`src/rtl/fifo_pkg.sv`:
```
// rtl/fifo_pkg.sv - shared fifo width and occupancy type
package fifo_pkg;
    localparam int FIFO_DATA_WIDTH = 8;
    typedef logic [1:0] occ_t;
endpackage

```
`src/rtl/fifo_rd_skid.sv`:
```
// rtl/fifo_rd_skid.sv - 2-entry skid buffer with head/tail pointers and occupancy
module fifo_rd_skid
    import fifo_pkg::*;
#(
    parameter int DATA_WIDTH = FIFO_DATA_WIDTH
) (
    input  logic                  clk,
    input  logic                  rst,
    input  logic                  wr_en,
    input  logic [DATA_WIDTH-1:0] wr_data,
    input  logic                  rd_en,
    output logic [DATA_WIDTH-1:0] rd_data,
    output occ_t                  occ
);

    logic [DATA_WIDTH-1:0] mem [2];
    logic                  head;
    logic                  tail;

    always_ff @(posedge clk) begin
        if (rst) begin
            mem[0] <= '0;
            mem[1] <= '0;
            head   <= 1'b0;
            tail   <= 1'b0;
            occ    <= 2'd0;
        end else begin
            if (wr_en) begin
                mem[tail] <= wr_data;
                tail      <= ~tail;
            end
            if (rd_en) begin
                head <= ~head;
            end
            // Write and read together leave occupancy unchanged
            case ({wr_en, rd_en})
                2'b10:   occ <= occ + 2'd1;
                2'b01:   occ <= occ - 2'd1;
                default: occ <= occ;
            endcase
        end
    end

    assign rd_data = mem[head];

endmodule

```
`src/rtl/fifo_rd_stream.sv`:
```
// rtl/fifo_rd_stream.sv - drains a fifo read port into a valid/ready byte stream
module fifo_rd_stream
    import fifo_pkg::*;
#(
    parameter int DATA_WIDTH = FIFO_DATA_WIDTH,
    parameter int CNT_WIDTH  = 16
) (
    input  logic                  clk,
    input  logic                  rst,
    input  logic                  enable,
    input  logic                  fifo_empty,
    output logic                  fifo_rd_en,
    input  logic [DATA_WIDTH-1:0] fifo_rd_data,
    output logic                  out_valid,
    input  logic                  out_ready,
    output logic [DATA_WIDTH-1:0] out_data,
    output logic [CNT_WIDTH-1:0]  xfer_count,
    output logic                  busy
);

    logic       inflight;
    occ_t       occ;
    logic       pop;
    logic [2:0] committed;

    assign out_valid = (occ != 2'd0);
    assign pop       = out_valid & out_ready;
    assign busy      = inflight | out_valid;

    // A read may issue only if buffered plus in-flight bytes, net of this cycle's pop, leave a free slot
    assign committed  = {1'b0, occ} + {2'b00, inflight};
    assign fifo_rd_en = enable & ~fifo_empty & ~rst
                      & (committed < (3'd2 + {2'b00, pop}));

    always_ff @(posedge clk) begin
        if (rst) begin
            inflight   <= 1'b0;
            xfer_count <= '0;
        end else begin
            inflight <= fifo_rd_en;
            if (pop) begin
                xfer_count <= xfer_count + {{(CNT_WIDTH-1){1'b0}}, 1'b1};
            end
        end
    end

    fifo_rd_skid #(
        .DATA_WIDTH (DATA_WIDTH)
    ) u_skid (
        .clk     (clk),
        .rst     (rst),
        .wr_en   (inflight),
        .wr_data (fifo_rd_data),
        .rd_en   (pop),
        .rd_data (out_data),
        .occ     (occ)
    );

endmodule

```
`config.mk`:
```
export PLATFORM = sky130hd
export DESIGN_NAME = fifo_rd_stream
export DESIGN_NICKNAME = d
export VERILOG_FILES = /design/src/rtl/fifo_pkg.sv /design/src/rtl/fifo_rd_skid.sv /design/src/rtl/fifo_rd_stream.sv
export SDC_FILE = /design/constraint.sdc
export NUM_CORES = 1
export LEC_CHECK = 0
export CAP_MARGIN = 40
export CORE_MARGIN = 1.5
export CORE_UTILIZATION = 53
export CTS_BUF_LIST = sky130_fd_sc_hd__clkbuf_4 sky130_fd_sc_hd__clkbuf_8 sky130_fd_sc_hd__clkbuf_16
export CTS_CLUSTER_SIZE = 10
export DETAILED_ROUTE_END_ITERATION = 8
export PLACE_DENSITY = 0.84
export SLEW_MARGIN = 10
export SYNTH_ARGS = -nofsm -noshare
export SYNTH_HDL_FRONTEND = slang
export SYNTH_SLANG_ARGS = --single-unit
```
`constraint.sdc`:
```
create_clock -name clk -period 4.2 [get_ports clk]
set_input_delay 1.26 -clock clk [delete_from_list [all_inputs] [get_ports clk]]
set_output_delay 1.26 -clock clk [all_outputs]
set_load 0.02 [all_outputs]
```
* Yosys cells after proc, flatten, opt, wreduce, memory -nomap -nowiden
Memories as Yosys holds them, arrays and structs flattened. A register that Yosys moved wholly into a read port is not among the register bits.
Index checks and enable logic that the tools add are counted.
** Storage, ports and cells
- Register bits after elaboration :: 21
- Output and inout bits :: 27
- Logic and storage cells :: 37
- Memories :: 1
- Input port bits :: 13
- Bits in writable memories :: 16
** Cells by class
- Order comparisons :: 1
- Bitwise operators :: 9
- Equal/unequal tests :: 2
- Mux-type cells :: 11
- Reductions and logical operators :: 3
- Add/sub/neg operators :: 5
** Memories
- u_skid.mem :: words 2, bits a word 8, rd ports 1, clocked after Yosys merged registers in 1, wr ports 2, line fifo_rd_skid.sv:16 : logic [DATA_WIDTH-1:0] mem [2];
** Operator list (number)
- 16-bit by 1-bit adder with 16-bit output, second input constant :: 1
- 1-bit 2-to-1 mux :: 9
- 8-bit 2-to-1 mux :: 1
- 8-bit OR reduction :: 1
- 1-bit bitwise AND :: 4
- 1-bit NOT :: 4
- 2-bit case mux with 2 select lines :: 1
- 2-bit nonzero test :: 2
- 2-bit by 1-bit adder with 3-bit output :: 1
- 2-bit by 1-bit adder with 3-bit output, first input constant :: 1
- 3-bit less-than comparator :: 1
- 2-bit by 1-bit adder with 2-bit output, second input constant :: 1
- 2-bit by 1-bit equality test with 1-bit output, second input constant :: 1
- 2-bit equality test, second input constant :: 1
- 2-bit by 1-bit subtractor with 2-bit output, second input constant :: 1
- 1-bit bitwise OR :: 1

* Depth between registers and ports, before layout
Gate-level depths: netlist of run 1.
- Depth after elaboration :: 5
- Gate-level depth with buffers :: 7
- Depth with buffers taken out :: 5

* By module
From an unflattened synthesis of run 1, not the netlist that was laid out.
** Unflattened totals
- Cells, all modules :: 164
- Area total of the unflattened synthesis :: 1732.9 sq um
** By module, submodules not included
- fifo_rd_skid :: area each 894.6 sq um, cells an instance 73, times used 1, sequential area each 580.6 sq um
- fifo_rd_stream :: area each 838.3 sq um, cells an instance 91, times used 1, sequential area each 340.3 sq um

* Worst setup path before layout of run 1
No wires, ideal clock.
- Path kind :: input-to-output
- Start :: input rst
- End :: output fifo_rd_en
- Slack :: 0.488 ns
- Arrival :: 2.452 ns
- Required time :: 2.940 ns
- Buffers on the path :: 1
- Cell stages on the path :: 3
- Path through :: clkbuf_1 > or4b_2 > a21oi_1
** On the way
- Longest elaborated chain between the ends :: 3
** Ends and longest elaborated chain
- from (decl) :: line fifo_rd_stream.sv:9 : input logic rst,
- 1-bit NOT :: line fifo_rd_stream.sv:32 : assign fifo_rd_en = enable & ~fifo_empty & ~rst
- 1-bit bitwise AND :: line fifo_rd_stream.sv:32
- 1-bit bitwise AND :: line fifo_rd_stream.sv:33 : & (committed < (3'd2 + {2'b00, pop}));
- to (decl) :: line fifo_rd_stream.sv:12 : output logic fifo_rd_en,
Every way passes these cells.

* Worst setup path after layout of run 1
Same ends and word-level chain as after synthesis.

==> key figures, run 1 <==
Status
  • Status: completed

Power
  • Peak supply drop: between 0.3 and 0.4 mV
  • Pwr/cell area: ~390 nW/um2
  • Leakage: between 0.8 and 0.9 nW

Yosys
  • Seq cells post-synth: 38
  • Simple-gate area share of the yosys netlist: 0.225
  • Post-synth EDFFs: 16
  • Xor-xnor portion of the synthesized cell area: 0.0792
  • Synth Flop Type: dfxtp_1
  • Mux contribution to synthesized area: 0.0565
  • Post-Synth Adder-Cell Area: 0.0283
  • Sequential area share after synthesis: 0.520
  • Post-synthesis cell count: 157
  • Synth Area in Compound Gates: 0.0678
  • Post-Syn Area: ~1800 um2
  • Largest family of logic cells by synthesized area: simple AND/OR/NAND/NOR gates
  • Ys async rst share: 0
  • Syn Area/Cell: 11.3 um2
  • Post-Syn Nets: around 170
  • Netlist cell types: 34
  • Warnings, synthesis: 0

Min path
  • Hold depth: 2
  • Worst min path class: register to register
  • Hold Path Origin: u_skid.head

Flow run
  • MaxCap Viol Count: 0

STA
  • Final Hold Viols: 0
  • Fin Setup TNS: 0 ns
  • Fin crit share: 0.986
  • Post-layout min period: 4.14 ns
  • Final Setup Violations: 0
  • RSZ-0062 raised after global routing: false
  • F_max: approximately 240 MHz
  • Max Slew Vio Count: 0
  • Worst Tran Pin Value: approximately 0.81 ns
  • Clk_skew: around 0.0054 ns
  • Relative slew slack: 0.460
  • Setup slack after layout: 0.0582 ns

Critical path
  • Max incr delay on CP: about 0.70 ns
  • R2r endpoint: u_skid.occ[1]
  • Cell Chain, Critical Path: clkdlybuf4s50_1 > or4b_2 > a21oi_1 > dlygate4sd2_1
  • Critical-path maximum fanout: 2
  • CP Class: primary input to output pin
  • Slowest-stage cell, CP: or4b_2
  • CP required: between 2 and 3 ns
  • Reg2reg path depth: 5
  • Critical path data arrival time: about 2.9 ns
  • R2R setup slack: 2.28 ns
  • Critical Path Source Type: primary input
  • Reg2reg start: u_skid.occ[1]
  • Critical path endpoint category: output pin

Clock network
  • CTS resizes: 1
  • CTS root buf: clkbuf_4
  • Num CTS Buffers: 5
  • Hold_buf cts: 0
  • Worst-skew pair later-pin latency: roughly 0.36 ns
  • Worst-path clk slew: approximately 0.11 ns
  • CTS tree: built
  • Max H-tree Level: 2
  • Post-CTS setup repair buffer count: 0
  • Clock net sink count: 38
  • Longest Clk Path Bufs: 2

Cells and area
  • Most common cell after layout, fill and taps aside: clkdlybuf4s50_1
  • Layout cells sized above 1: 0.164
  • Synth-to-Final Area Change: 30.7%
  • Fin area: roughly 2300 um2
  • Final nets: between 200 and 250
  • Antenna diodes: 0
  • Fill count: around 230
  • Commonest cells after routing, fill and taps aside: clkdlybuf4s50_1 (38), dfxtp_1 (22), nor2_1 (18), and2_1 (16), edfxtp_1 (16)

Drt
  • DR WL/cell: about 15 um
  • First DRT Iteration DRCs: between 60 and 70
  • Via count: about 1.3k
  • DRT antenna net count: 0
  • DR vias/cell: between 5 and 6
  • Pre-antenna DRT Iters: 4
  • WL final: 3.57 mm
  • DR DRC count: 0

Die
  • Die Span Y: roughly 61 um
  • Cell row count: 20
  • Die ar.: around 3700 um2
  • I/O Pins: 40
  • Die Width: 60.8 um
  • Core Box Area: 3100 um2
  • Initial Util: 0.571

Place
  • Post-place setup slack: -0.232 ns
  • DP HPWL: around 2.5 mm
  • # port buffers: 39
  • Placer Congestion: 0.727
  • Area post-placement: approximately 2200 um2

Global route
  • GR Overflow Total: 0
  • Initial antenna violation count: 0
  • Via count of the first global-routing pass: 1,338
  • Pin count of the biggest net entering global routing: 27
  • First-pass GRT wire length: between 5 and 6 mm
  • GRT Total Usage: 0.224
==> worst max-delay path: cells and delay by family <==
| family | cells | cell delay [ns] |
|---|---|---|
| buffers and inverters | 2 | 0.80 |
| AOI/OAI and AO/OA | 1 | 0.13 |
| and+or+nand+nor | 1 | 0.70 |
==> layer usage <==
metal,vias up,track usage,routed length [um]
met5,-,0,0
met3,9,0.0917,197
met4,0,0.0932,70
met2,33,0.375,1870
met1,628,0.252,1440
li1,638,-,-
==> synthesized netlist by cell type (all sizes together) (4+ instances only) <==
cell | instances | area, um2
dfxtp | 22 | 440
nor2 | 18 | 67.6
and2 | 16 | 100
edfxtp | 16 | 480
xnor2 | 11 | 96.3
mux2 | 8 | 90.1
a21oi | 6 | 30.0
nand2 | 5 | 18.8
nand4 | 5 | 37.5
nor4 | 5 | 71.3
xor2 | 5 | 43.8
clkbuf | 4 | 15.0
ha | 4 | 50.1
inv | 4 | 15.0
nor3 | 4 | 20.0
or3 | 4 | 27.5
==> metrics by stage <==
stage          hold WS (ns)  utilization  std cells  power (mW)
5_1_grt               0.585        0.746        245       0.926
3_3_place_gp          0.499        0.713        237       0.589
2_1_floorplan         0.481            -        157       0.527
6_report              0.558        0.746        245       0.897
3_5_place_dp          0.525        0.713        237       0.596
4_1_cts               0.559        0.746        245       0.897
==> how the worst max path moves through the flow <==
stage,end,start,depth (start not counted)
final,fifo_rd_en,rst,4
after global routing,fifo_rd_en,rst,4
after CTS,fifo_rd_en,rst,4
after detailed placement,fifo_rd_en,rst,4
after global placement,fifo_rd_en,rst,4
after floorplan,fifo_rd_en,rst,3
==> power by group <==
group,internal (mW),switching [mW],total [mW]
logic,0.0862,0.0727,0.159
registers,0.403,0.0244,0.428
clock network,0.183,0.127,0.310
==> state kept, by name, indices dropped and copies added (netlist names), named ones only <==
name / flops
inflight: 1
u_skid.mem: 16
u_skid.occ: 2
u_skid.tail: 1
u_skid.head: 1
xfer_count: 16
==> final cells by class <==
cell class                      instances  area, um2  share of cell area
Sequential cell                        38        921               0.398
Multi-Input combinational cell        109        810               0.350
Timing Repair Buffer                   42        412               0.178
Clock inverter                          3       63.8              0.0276
Tap cell                               44       55.1              0.0238
Clock buffer                            5       37.5              0.0162
Inverter                                4       15.0             0.00649
==> logic make-up after synthesis <==
group | count (synthesis)
compound gates | 15
xor+xnor | 16
fa+ha+maj | 4
buf+inv | 10
flops | 38
mux | 9
simple gates | 65
No activity file was read; power rests on OpenSTA's default activity.
==> inputs of run 2 (changes only) <==
--- a/config.mk
+++ b/config.mk
@@ -16,3 +16,4 @@
 export SYNTH_ARGS = -nofsm -noshare
 export SYNTH_HDL_FRONTEND = slang
 export SYNTH_SLANG_ARGS = --single-unit
+export TNS_END_PERCENT = 30
==> results of run 2 <==
Final layout, timing and power as in run 1 (identical DEF).
==> RTL edit (config.mk and constraints of run 2) <==
Register the output `xfer_count` once more, with the module's reset; this adds one clock of latency there. The other outputs are not delayed to match.
--- a/src/rtl/fifo_rd_stream.sv
+++ b/src/rtl/fifo_rd_stream.sv
@@ -18,6 +18,8 @@
     output logic                  busy
 );
 
+    logic [CNT_WIDTH-1:0] xfer_count_s0;
+
     logic       inflight;
     occ_t       occ;
     logic       pop;
@@ -35,11 +37,11 @@
     always_ff @(posedge clk) begin
         if (rst) begin
             inflight   <= 1'b0;
-            xfer_count <= '0;
+            xfer_count_s0 <= '0;
         end else begin
             inflight <= fifo_rd_en;
             if (pop) begin
-                xfer_count <= xfer_count + {{(CNT_WIDTH-1){1'b0}}, 1'b1};
+                xfer_count_s0 <= xfer_count_s0 + {{(CNT_WIDTH-1){1'b0}}, 1'b1};
             end
         end
     end
@@ -56,5 +58,13 @@
         .occ     (occ)
     );
 
+    always_ff @(posedge clk) begin
+        if (rst) begin
+            xfer_count <= '0;
+        end else begin
+            xfer_count <= xfer_count_s0;
+        end
+    end
+
 endmodule
 
Function: changed (a bounded check fails within 4 cycles, from zero or initial values and one cycle with rst high).
==> RTL edit against run 2 <==
- sequential cell count is 16 higher
- largest cell class unchanged
- setup slack improved by 0.076 ns
- critical endpoint unchanged
- count of clock-buffer cells in the layout rose by 3
- sequential power rose by 35%
- power rose by 17%
- final area rose by 16%
- area after synthesis grew 20%
- wire length is 1.8% lower
- critical path type unchanged
- highest routed layer unchanged
==> RTL edit: results (changes against run 2) <==
| Metric | Value |
|---|---|
| Status | finished clean (unchanged) |
| First-pass GRT wire length | 6130 um (was 5850 um) |
| Rel. slew slack | 46.6% (was 46.0%) |
| Worst hold path type | flop to flop (unchanged) |
| Peak VDD IR | 285 uV (was 334 uV) |
| Gpl congestion | 0.756 (was 0.727) |
| Clock Root Buffer | clkbuf_8 (was clkbuf_4) |
| Diode count | 0 (unchanged) |
| Fill cells | 292 (was 231) |
| R2R setup slack | 2.30 ns (was 2.28 ns) |
| Skew-Pair Late Insertion Delay | 0.30 ns (was 0.36 ns) |
| Cell area after placement | 0.00257 mm^2 (was 0.00221 mm^2) |
| Post-CTS setup buffers | 0 (unchanged) |
| Mux share of post-synthesis cell area | 5.78% (was 5.65%) |
| Worst clock skew | 0.00429 ns (was 0.00542 ns) |
| Wirelength per Cell | 12.5 um (was 14.6 um) |
| Antenna violations before repair | 0 (unchanged) |
| Clock transition at path regs | 0.08 ns (was 0.11 ns) |
| PwrDens | 392 mW/mm^2 (was 388 mW/mm^2) |
| Area share of fa/ha/maj cells after synthesis | 2.36% (was 2.83%) |
| Area fraction in compound gates after synthesis | 3.89% (was 6.78%) |
| Leak Pwr | 1.01 nW (was 0.834 nW) |
| Largest cells by area after synthesis | dfxtp_1 (36%), edfxtp_1 (23%), mux2_2 (4.8%) (was edfxtp_1 (27%), dfxtp_1 (25%), and2_1 (5.7%)) |
| Num CTS Buffers | 5 (unchanged) |
| Largest registers | u_skid.mem x16, xfer_count x16, xfer_count_s0 x16 (was u_skid.mem x16, xfer_count x16, u_skid.occ x2) |
| Final HPWL from detailed placement | 2340 um (was 2510 um) |
| Worst r2r path cells | 7 (was 5) |
| Post-synth top cells | dfxtp_1 (38), nor2_1 (22), and2_1 (16), edfxtp_1 (16), nor2b_1 (14) (was dfxtp_1 (22), nor2_1 (18), and2_1 (16), edfxtp_1 (16), xnor2_1 (11)) |
| Min-Delay Path Depth | 1 (was 2) |
| Drt pass-1 iters | 4 (unchanged) |
| XOR/XNOR Fraction of Synth Area | 5.78% (was 7.92%) |
| Internal | 0.804 mW (was 0.673 mW) |
| Post-synth cell types | 33 (was 34) |
| Syn Nets | 205 (was 174) |
| Data arrival time of the critical path | 2.81 ns (was 2.88 ns) |
| Fin nets | 248 (was 217) |
| GRT Resource Usage Total | 18.7% (was 22.4%) |
| Share of cells above drive strength 1 | 10.3% (was 16.4%) |
| Sequential area share after synthesis | 58.5% (was 52.0%) |
| Post-CTS resize count | 0 (was 1) |
| Drt initial violations | 75 (was 62) |
| Largest net degree at the start of global routing | 42 (was 27) |
| Vias | 1,421 (was 1,308) |
-- RTL edit: cell types whose count changed in the layout (fill, tap and decap cells not counted), moves of 3 or more --
cell / change
dfxtp_1: +16
nor2b_1: +14
clkbuf_8: +8
clkbuf_4: -5
nor2_1: +4
nor4_2: -4
nor4_1: +3
xnor2_1: -3
-- RTL edit: final timing paths --
| kind | startpoint | endpoint |
|---|---|---|
| max | out_ready | fifo_rd_en |
| min | xfer_count_s0[15] | xfer_count[15] |
| max reg2reg | u_skid.occ[1] | u_skid.occ[1] |
| min reg2reg | xfer_count_s0[15] | xfer_count[15] |
-- RTL edit: power groups by stage --
| stage | logic (mW) | clock network (mW) | registers (mW) |
|---|---|---|---|
| after floorplan | 0.0974 | 0 | 0.578 |
| after global placement | 0.149 | 0 | 0.590 |
| after detailed placement | 0.152 | 0 | 0.591 |
| after CTS | 0.154 | 0.328 | 0.579 |
| after global routing | 0.165 | 0.348 | 0.582 |
| final | 0.153 | 0.321 | 0.578 |
-- RTL edit: area by class of cell --
type	instances	area share, %
inverters	5	0.700
multi-input cells	123	31.3
clock buffers	8	4.10
flip-flops and latches	54	46.3
well taps	48	2.24
repair buffers	42	15.4
-- RTL edit: kinds of logic (layout without fill, tap and decap cells) --
| group | Yosys count | after routing |
|---|---|---|
| adders and majority gates | 4 | 4 |
| muxes | 11 | 11 |
| AOI/OAI and AO/OA | 13 | 13 |
| DFF | 54 | 54 |
| xor gates and xnor gates | 14 | 14 |
| buffers and inverters | 11 | 55 |
| and+or+nand+nor | 81 | 81 |
-- RTL edit: critical path, stage by stage --
cell and delay (ns):
clkdlybuf4s50_1 0.48, nand2_1 0.08, o21ai_0 0.18, and4b_1 0.21, clkdlybuf4s50_1 0.60
-- RTL edit: through the flow --
stage | setup WS, ns | hold WS (ns) | std cells | util [%]
finish | 0.134 | 0.484 | 280 | 71.7
global route | 0.0517 | 0.495 | 280 | 71.7
CTS | 0.118 | 0.488 | 280 | 71.7
detailed placement | 0.118 | 0.480 | 272 | 68.7
global placement | 0.148 | 0.467 | 272 | 68.7
floorplan | 1.07 | 0.455 | 188 | -
-- RTL edit: metal layers --
metal | part of all wire (%) | track usage (%) | wire, um | up-vias
met2 | 47 | 29.9 | 1640 | 39
met5 | 0 | 0 | 0 | -
met1 | 46 | 22.9 | 1630 | 648
met4 | 2.2 | 11.2 | 77 | 0
li1 | - | - | - | 727
met3 | 4.6 | 4.43 | 162 | 7
